==> config.mk <==
export PLATFORM = sky130hd
export DESIGN_NAME = irq_ack_ctrl
export DESIGN_NICKNAME = d
export VERILOG_FILES = /design/src/rtl/irq_ack_ctrl_pkg.sv /design/src/rtl/irq_ack_ctrl_sync_edge.sv /design/src/rtl/irq_ack_ctrl.sv
export SDC_FILE = /design/constraint.sdc
export NUM_CORES = 1
export LEC_CHECK = 0
export CORE_ASPECT_RATIO = 1.2
export CORE_MARGIN = 10
export CORE_UTILIZATION = 39
export DETAILED_ROUTE_END_ITERATION = 10
export PLACE_DENSITY_LB_ADDON = 0.2
export SLEW_MARGIN = 20
export SYNTH_ARGS = -nofsm -noshare
export SYNTH_HDL_FRONTEND = slang
export SYNTH_SLANG_ARGS = --single-unit
==> constraint.sdc <==
create_clock -name clk -period 1.2 [get_ports clk]
set_input_delay 0.18 -clock clk [delete_from_list [all_inputs] [get_ports clk]]
set_output_delay 0.18 -clock clk [all_outputs]
set_load 0.05 [all_outputs]
==> src/rtl/irq_ack_ctrl_pkg.sv <==
// Shared types and constants for the interrupt acknowledge controller.
package irq_ack_ctrl_pkg;

  // Width of an interrupt vector as delivered to the core.
  localparam int VEC_W = 8;

  // x86 NMI vector.
  localparam logic [VEC_W-1:0] NMI_VECTOR_DEF = 8'h02;

  // Maskable-interrupt handshake states.
  typedef enum logic [1:0] {
    ST_IDLE  = 2'd0,
    ST_REQ   = 2'd1,
    ST_ACK   = 2'd2,
    ST_GUARD = 2'd3
  } intr_state_e;

  // Number of bits needed to hold any value in 0..max_val (at least 1).
  function automatic int cnt_width(input int max_val);
    return (max_val <= 1) ? 1 : $clog2(max_val + 1);
  endfunction

endpackage

==> src/rtl/irq_ack_ctrl_sync_edge.sv <==
// N-stage synchroniser followed by a rising-edge detector. Usable for any
// asynchronous single-bit input that must be sampled in the clk domain.
module irq_ack_ctrl_sync_edge #(
  parameter int STAGES = 2
) (
  input  logic clk,
  input  logic rst_n,
  input  logic async_in,
  output logic rise
);

  logic [STAGES-1:0] sync_q;
  logic [STAGES-1:0] sync_d;
  logic              prev_q;
  logic              prev_d;

  // Shift the asynchronous input through the chain and remember the last
  // synchronised value for edge detection.
  always_comb begin
    sync_d = {sync_q[STAGES-2:0], async_in};
    prev_d = sync_q[STAGES-1];
  end

  // Synchroniser and edge-history registers.
  // NOTE: reset is synchronous here because the surrounding codebase
  // resets that way; the reset branch lives inside the clocked block.
  always_ff @(posedge clk) begin
    if (!rst_n) begin
      sync_q <= '0;
      prev_q <= 1'b0;
    end else begin
      // NOTE: sequential state always uses non-blocking assignment so every
      // flop samples the pre-edge value of its sources.
      sync_q <= sync_d;
      prev_q <= prev_d;
    end
  end

  assign rise = sync_q[STAGES-1] & ~prev_q;

endmodule

==> src/rtl/irq_ack_ctrl.sv <==
// Interrupt acknowledge controller between the cascaded 8259 pair and the
// 486 core. Presents INTR/NMI, latches the delivered vector, returns a
// single-cycle done pulse to the PIC, and holds off re-requesting INTR for a
// guard window so the PIC's still-high interrupt_do is not taken twice.
module irq_ack_ctrl
  import irq_ack_ctrl_pkg::*;
#(
  parameter int               GUARD_CYCLES = 2,
  parameter logic [VEC_W-1:0] NMI_VECTOR   = NMI_VECTOR_DEF,
  parameter int               SYNC_STAGES  = 2
) (
  input  logic       clk,
  input  logic       rst_n,
  input  logic       pic_interrupt_do,
  input  logic [7:0] pic_interrupt_vector,
  output logic       pic_interrupt_done,
  input  logic       nmi_in,
  output logic       cpu_intr_req,
  input  logic       cpu_intr_ack,
  output logic       cpu_nmi_req,
  input  logic       cpu_nmi_ack,
  input  logic       cpu_nmi_iret,
  output logic       vec_valid,
  output logic [7:0] vec
);

  localparam int CNT_W = cnt_width(GUARD_CYCLES - 1);
  localparam logic [CNT_W-1:0] GUARD_LOAD = CNT_W'(GUARD_CYCLES - 1);

  intr_state_e      state_q, state_d;
  logic [CNT_W-1:0] guard_cnt_q, guard_cnt_d;
  logic             nmi_pending_q, nmi_pending_d;
  logic             nmi_blocked_q, nmi_blocked_d;
  logic [7:0]       vec_q, vec_d;
  logic             vec_valid_q, vec_valid_d;

  logic             nmi_rise;
  logic             nmi_req;
  logic             nmi_take;
  logic             intr_take;

  irq_ack_ctrl_sync_edge #(
    .STAGES (SYNC_STAGES)
  ) u_nmi_sync (
    .clk      (clk),
    .rst_n    (rst_n),
    .async_in (nmi_in),
    .rise     (nmi_rise)
  );

  // NMI is offered whenever one is latched and no NMI handler is active;
  // it outranks INTR, so a simultaneous NMI ack vetoes the INTR ack.
  assign nmi_req   = nmi_pending_q & ~nmi_blocked_q;
  assign nmi_take  = cpu_nmi_ack & nmi_req;
  assign intr_take = (state_q == ST_REQ) & cpu_intr_ack & ~cpu_nmi_ack;

  // INTR handshake next-state logic. An ack in REQ is honoured even if
  // interrupt_do is falling that cycle: the PIC then supplies its spurious
  // vector and still needs the done pulse to close its own handshake.
  always_comb begin
    // NOTE: defaults first so every path assigns every output and no latch
    // is inferred.
    state_d     = state_q;
    guard_cnt_d = guard_cnt_q;
    unique case (state_q)
      ST_IDLE: begin
        if (pic_interrupt_do) state_d = ST_REQ;
      end
      ST_REQ: begin
        if (intr_take)             state_d = ST_ACK;
        else if (!pic_interrupt_do) state_d = ST_IDLE;
      end
      ST_ACK: begin
        state_d     = ST_GUARD;
        guard_cnt_d = GUARD_LOAD;
      end
      ST_GUARD: begin
        if (guard_cnt_q == '0) state_d = ST_IDLE;
        else                   guard_cnt_d = guard_cnt_q - CNT_W'(1);
      end
      default: begin
        state_d     = ST_IDLE;
        guard_cnt_d = '0;
      end
    endcase
  end

  // NMI latch and x86-style blocking until IRET. A new edge arriving on the
  // same cycle as the ack re-arms pending, so that NMI follows the IRET.
  always_comb begin
    nmi_pending_d = nmi_pending_q;
    nmi_blocked_d = nmi_blocked_q;
    if (nmi_take)          nmi_pending_d = 1'b0;
    if (nmi_rise)          nmi_pending_d = 1'b1;
    if (nmi_take)          nmi_blocked_d = 1'b1;
    else if (cpu_nmi_iret) nmi_blocked_d = 1'b0;
  end

  // Vector capture: one strobe per delivered interrupt; vec holds otherwise.
  always_comb begin
    vec_d       = vec_q;
    vec_valid_d = 1'b0;
    if (nmi_take) begin
      vec_d       = NMI_VECTOR;
      vec_valid_d = 1'b1;
    end else if (intr_take) begin
      vec_d       = pic_interrupt_vector;
      vec_valid_d = 1'b1;
    end
  end

  // State registers; reset returns every flop, including mid-handshake.
  always_ff @(posedge clk) begin
    if (!rst_n) begin
      state_q       <= ST_IDLE;
      guard_cnt_q   <= '0;
      nmi_pending_q <= 1'b0;
      nmi_blocked_q <= 1'b0;
      vec_q         <= '0;
      vec_valid_q   <= 1'b0;
    end else begin
      state_q       <= state_d;
      guard_cnt_q   <= guard_cnt_d;
      nmi_pending_q <= nmi_pending_d;
      nmi_blocked_q <= nmi_blocked_d;
      vec_q         <= vec_d;
      vec_valid_q   <= vec_valid_d;
    end
  end

  assign pic_interrupt_done = (state_q == ST_ACK);
  assign cpu_intr_req       = (state_q == ST_REQ) & pic_interrupt_do & ~nmi_req;
  assign cpu_nmi_req        = nmi_req;
  assign vec_valid          = vec_valid_q;
  assign vec                = vec_q;

endmodule

# Yosys cells after proc, flatten, opt, wreduce, memory -nomap -nowiden
# Index checks and enable logic that the tools add are counted.
# W data, S select, Z words.
dict set report word_totals {
  ff_bits 17
  inputBits 15
  output_inout_bits 12
  wordCells 50
}
dict set report op_classes {
  addsub 1
  eq_ne 6
  mux 15
  n_bitwise 12
  n_reduce_logical 7
}
# op n
set op_table {}
lappend op_table {{$mux W2} 6}
lappend op_table {{$pmux W2 S4} 1}
lappend op_table {{$reduce_bool A2 Y1} 4}
lappend op_table {{$and A1 B1 Y1} 7}
lappend op_table {{$mux W1} 7}
lappend op_table {{$not A1 Y1} 5}
lappend op_table {{$eq A2 B2 Y1 const B} 2}
lappend op_table {{$ne A2 B2 Y1 const B} 2}
lappend op_table {{$ne A3 B3 Y1 const B} 1}
lappend op_table {{$reduce_and A3 Y1} 1}
lappend op_table {{$eq A2 B1 Y1 const B} 1}
lappend op_table {{$logic_not A2 Y1} 1}
lappend op_table {{$pmux W1 S2} 1}
lappend op_table {{$reduce_or A2 Y1} 1}
lappend op_table {{$sub A1 B1 Y1 const B} 1}

# Depth between registers and ports, before layout
# Gate-level depths: netlist of run 1.
dict set report depth {
  depth_word 5
  ltp_mapped 4
  depth_no_buf 3
}

# Modules after synthesis
# Synthesis of run 1 repeated with hierarchy kept, for this count alone.
dict set report unflattened {
  cells_unflattened 57
  area_unflattened_um2 636.9
}
# mod instances cells_each area_each_um2 seq_area_each_um2
set modules_own_cells {}
lappend modules_own_cells {irq_ack_ctrl 1 50 544.3 280.3}
lappend modules_own_cells {irq_ack_ctrl_sync_edge 1 7 92.6 60.1}

# Least setup slack after synthesis of run 1
# No wires, ideal clock.
dict set report synth_path {
  kind {flip-flop to output port}
  startpoint {register nmi_pending_q}
  endpoint {output port cpu_intr_req}
  arrival_time_ns 2.284
  required_time_ns 1.020
  setup_slack_ns -1.264
  path_stages_with_launch 3
  n_path_buf 0
  cell_sequence {dfxtp_1 > nor2b_1 > nor4b_1}
}
dict set report synth_via {
  elab_chain_cells 3
}
# item line
set synth_lines {}
lappend synth_lines {{from (decl)} irq_ack_ctrl.sv:32} ;# logic nmi_pending_q, nmi_pending_d;
lappend synth_lines {{from (signal assigned)} irq_ack_ctrl.sv:124} ;# nmi_pending_q <= nmi_pending_d;
lappend synth_lines {{$and A1 B1 Y1} irq_ack_ctrl.sv:53} ;# assign nmi_req = nmi_pending_q & ~nmi_blocked_q;
lappend synth_lines {{net cpu_nmi_req} irq_ack_ctrl.sv:20} ;# output logic cpu_nmi_req,
lappend synth_lines {{$not A1 Y1} irq_ack_ctrl.sv:132} ;# assign cpu_intr_req = (state_q == ST_REQ) & pic_interrupt_do & ~nmi_req;
lappend synth_lines {{$and A1 B1 Y1} irq_ack_ctrl.sv:132}
lappend synth_lines {{to (decl)} irq_ack_ctrl.sv:18} ;# output logic cpu_intr_req,
# The timed path passes the listed nets, and every way through them passes these cells.

# Final worst setup path of run 1
dict set report layout_path {
  startpoint {register nmi_pending_q}
  endpoint {output port cpu_intr_req}
}
dict set report layout_via {
  elab_chain_cells 3
}
# item line
set layout_lines {}
lappend layout_lines {{$and A1 B1 Y1} irq_ack_ctrl.sv:53}
lappend layout_lines {{$not A1 Y1} irq_ack_ctrl.sv:132}
lappend layout_lines {{$and A1 B1 Y1} irq_ack_ctrl.sv:132}
# No other way between the ends.

==> out/results.ini, run 1 <==
[outcome]
outcome = complete, but fails checks
violations = setup timing

[power]
p_sw_uw = 285
intPower_uw = 855
seq_power_share_pct = 52.7
switching_share_pct = 25.0
power.density_nw_per_um2 = 994
p_clk_share_pct = 25.9
leakage_nw = 0.518
power_frac_comb_pct = 21.4
power_mw = 1.14
peakVddDrop_mv = 0.661

[final_layout]
fin_area_sq_um = 1150
final_layout_size_suffix_gt1_share_pct = 33.7
nNetsFinal = 111
syn_to_final_growth_pct = 83.4
final_util_pct = 77.4
fillers = 95
diodes = 0

[yosys]
yosys.area.top_type = dfxtp_1
synth_enable_flop_cells = 0
synth.distinct_cells = 21
synth-seq-area-share_pct = 54.4
synth_area_leaders = dfxtp_1, mux2i_1, nand4bb_4
syn-cell-area_sq_um = 626
synth_flop_cell = dfxtp_1
synth_warnings = 0
ys_ff_latch = 17
yosysMostFrequentCell = dfxtp_1
synth_nets = 73
synth_top_area_share_pct = 54.4
yosys-top-cells-count = dfxtp_1, mux2i_1, nor2_1, nand2_1, and2_1
synthArstFlopShare_pct = 0
postSynthCellCount = 58
syn_area_per_cell_sq_um = 10.8

[route]
dr.pass1.iters = 4
drcViolationCount = 0
highest_layer = met4
met2_length_um = 788
avgRoutedWirePerCell_um = 14.3
antenna_left = 0
wl_met3_um = 147
routed_wl_um = 1600
num_vias = 540
drt_iter0_markers = 7
met1_length_um = 646
via_per_inst = 4.82

[sta]
hold_viol_final = 0
fmax_mhz = 732
slew_headroom_pct = 82.5
period_share_pct = 114
report.final.slew_viol_count = 0
clock_skew_ps = 1.29
rsz0062_at_grt = yes
period_needed_ps = 1370
tightest_slew_ps = 262
finalSetupViolations = 10
fin_ws_ps = -167

[worst_hold_path]
worstHoldStart = u_nmi_sync.prev_q
worstHoldPathType = reg -> reg

[grt]
grt_max_degree = 12
overflow = 0
grt_pass1_wl_um = 2580
grt_usage_pct = 8.45
antenna_found_initial = 0
grt_pass1_vias = 563

[die]
core-area_sq_um = 1480
ios = 27
die_w_um = 56.6
die-area_sq_um = 3610
die-height_um = 63.9
start_util_pct = 42.2
rows = 15

[clocking]
clk_pin_slew_ps = 90
clk_path_buf_depth = 2
cts_max_level = 1
worstSkewPairLatency_ps = 280
cts_tree = done
cts_root_buffer = clkbuf_4
cts-buffers-inserted = 3
clock_sinks = 17

[run]
drv_cap = 0

[setup_path]
crit_start = nmi_pending_q
crit_path_max_fanout = 2
timing.rr.start = state_q[0]
crit_type = reg -> out
cp-start-kind = register
worstPathArrival_ps = 1190
endpoint_kind = primary output
cp.required_ps = 1020

[placement]
place_area_sq_um = 1060
place_congestion = 0.792
place_ws_ps = -223
post-dp-hpwl_um = 1210
io_buffers = 26

[power by group through the flow]
stage                     logic, mW  clock network [mW]  registers [mW]
after floorplan              0.0720                   0           0.640
after global placement        0.217                   0           0.617
after detailed placement      0.219                   0           0.617
after CTS                     0.234               0.302           0.601
after global routing          0.258               0.329           0.604
final                         0.244               0.295           0.601
[logic make-up after synthesis]
kind of cell,count (synthesis),synth area share [%]
simple gates,23,22.0
flops,17,54.4
compound gates,7,8.20
mux,7,11.2
buf+inv,4,4.20
[layout make-up]
cell class / count / area, sq um / share of cell area, %
Timing Repair Buffer: 35 / 455 / 39.7
Sequential cell: 17 / 348 / 30.3
Multi-Input combinational cell: 37 / 289 / 25.2
Clock buffer: 4 / 26.3 / 2.29
Tap cell: 17 / 21.3 / 1.85
Inverter: 2 / 7.51 / 0.654
[worst max-delay path, stage by stage (launching register included)]
cell,delay (ps)
dfxtp_2,330
nor2b_4,130
nor4b_4,260
buf_12,180
[flip-flops by register name, summed over array words and instances, names as in the netlist, named ones only]
name	cells
vec	8
state_q	1
nmi_blocked_q	1
u_nmi_sync.prev_q	1
u_nmi_sync.sync_q	2
vec_valid	1
guard_cnt_q	1
nmi_pending_q	1
[cell usage in the layout (no fill, tap or decap), drive strengths merged]
| cell | instances |
|---|---|
| nand4bb | 1 |
| nor4b | 1 |
| and2 | 3 |
| nor2b | 2 |
| nand2b | 2 |
| a21boi | 2 |
| o211a | 1 |
| a21oi | 1 |
| nand3b | 1 |
| o21ai | 2 |
| nand2 | 5 |
| clkdlybuf4s50 | 14 |
| nor2 | 7 |
| nand3 | 1 |
| mux2i | 7 |
| inv | 2 |
| o221a | 1 |
| clkbuf | 4 |
| buf | 21 |
| dfxtp | 17 |
[routing by layer]
layer | GRT usage, % | vias to the layer above
li1 | - | 267
met2 | 13.7 | 18
met3 | 3.56 | 2
met5 | 0 | -
met4 | 3.61 | 0
met1 | 9.36 | 253
[timing repair]
item,in CTS,in global routing
setup buffers,3,2
pin swaps,1,0
setup endpoints to repair,3,8
gates resized for setup,4,4
hold buffers,0,0
[path summary, 6_finish.rpt]
kind / slack (ps) / end / cells after the start
worst max-delay path: -170 / cpu_intr_req / 3
worst min-delay path: 420 / nmi_pending_q / 1
worst max register to register: -50 / vec[1] / 4
worst min register to register: 420 / nmi_pending_q / 1
[through the flow]
stage / cells / setup TNS (ps) / hold WS, ps
6_report: 112 / -395 / 416
5_1_grt: 112 / -1260 / 419
4_1_cts: 110 / -298 / 418
3_5_place_dp: 103 / -1920 / 412
3_3_place_gp: 103 / -1470 / 393
2_1_floorplan: 58 / -123 / 307
Power figures use the tool's default switching activity.
==> run 2: changes to the inputs <==
SLEW_MARGIN = unset   (was 20)
==> results of run 2 <==
No change in the layout: final DEF, timing and power equal those of run 1.
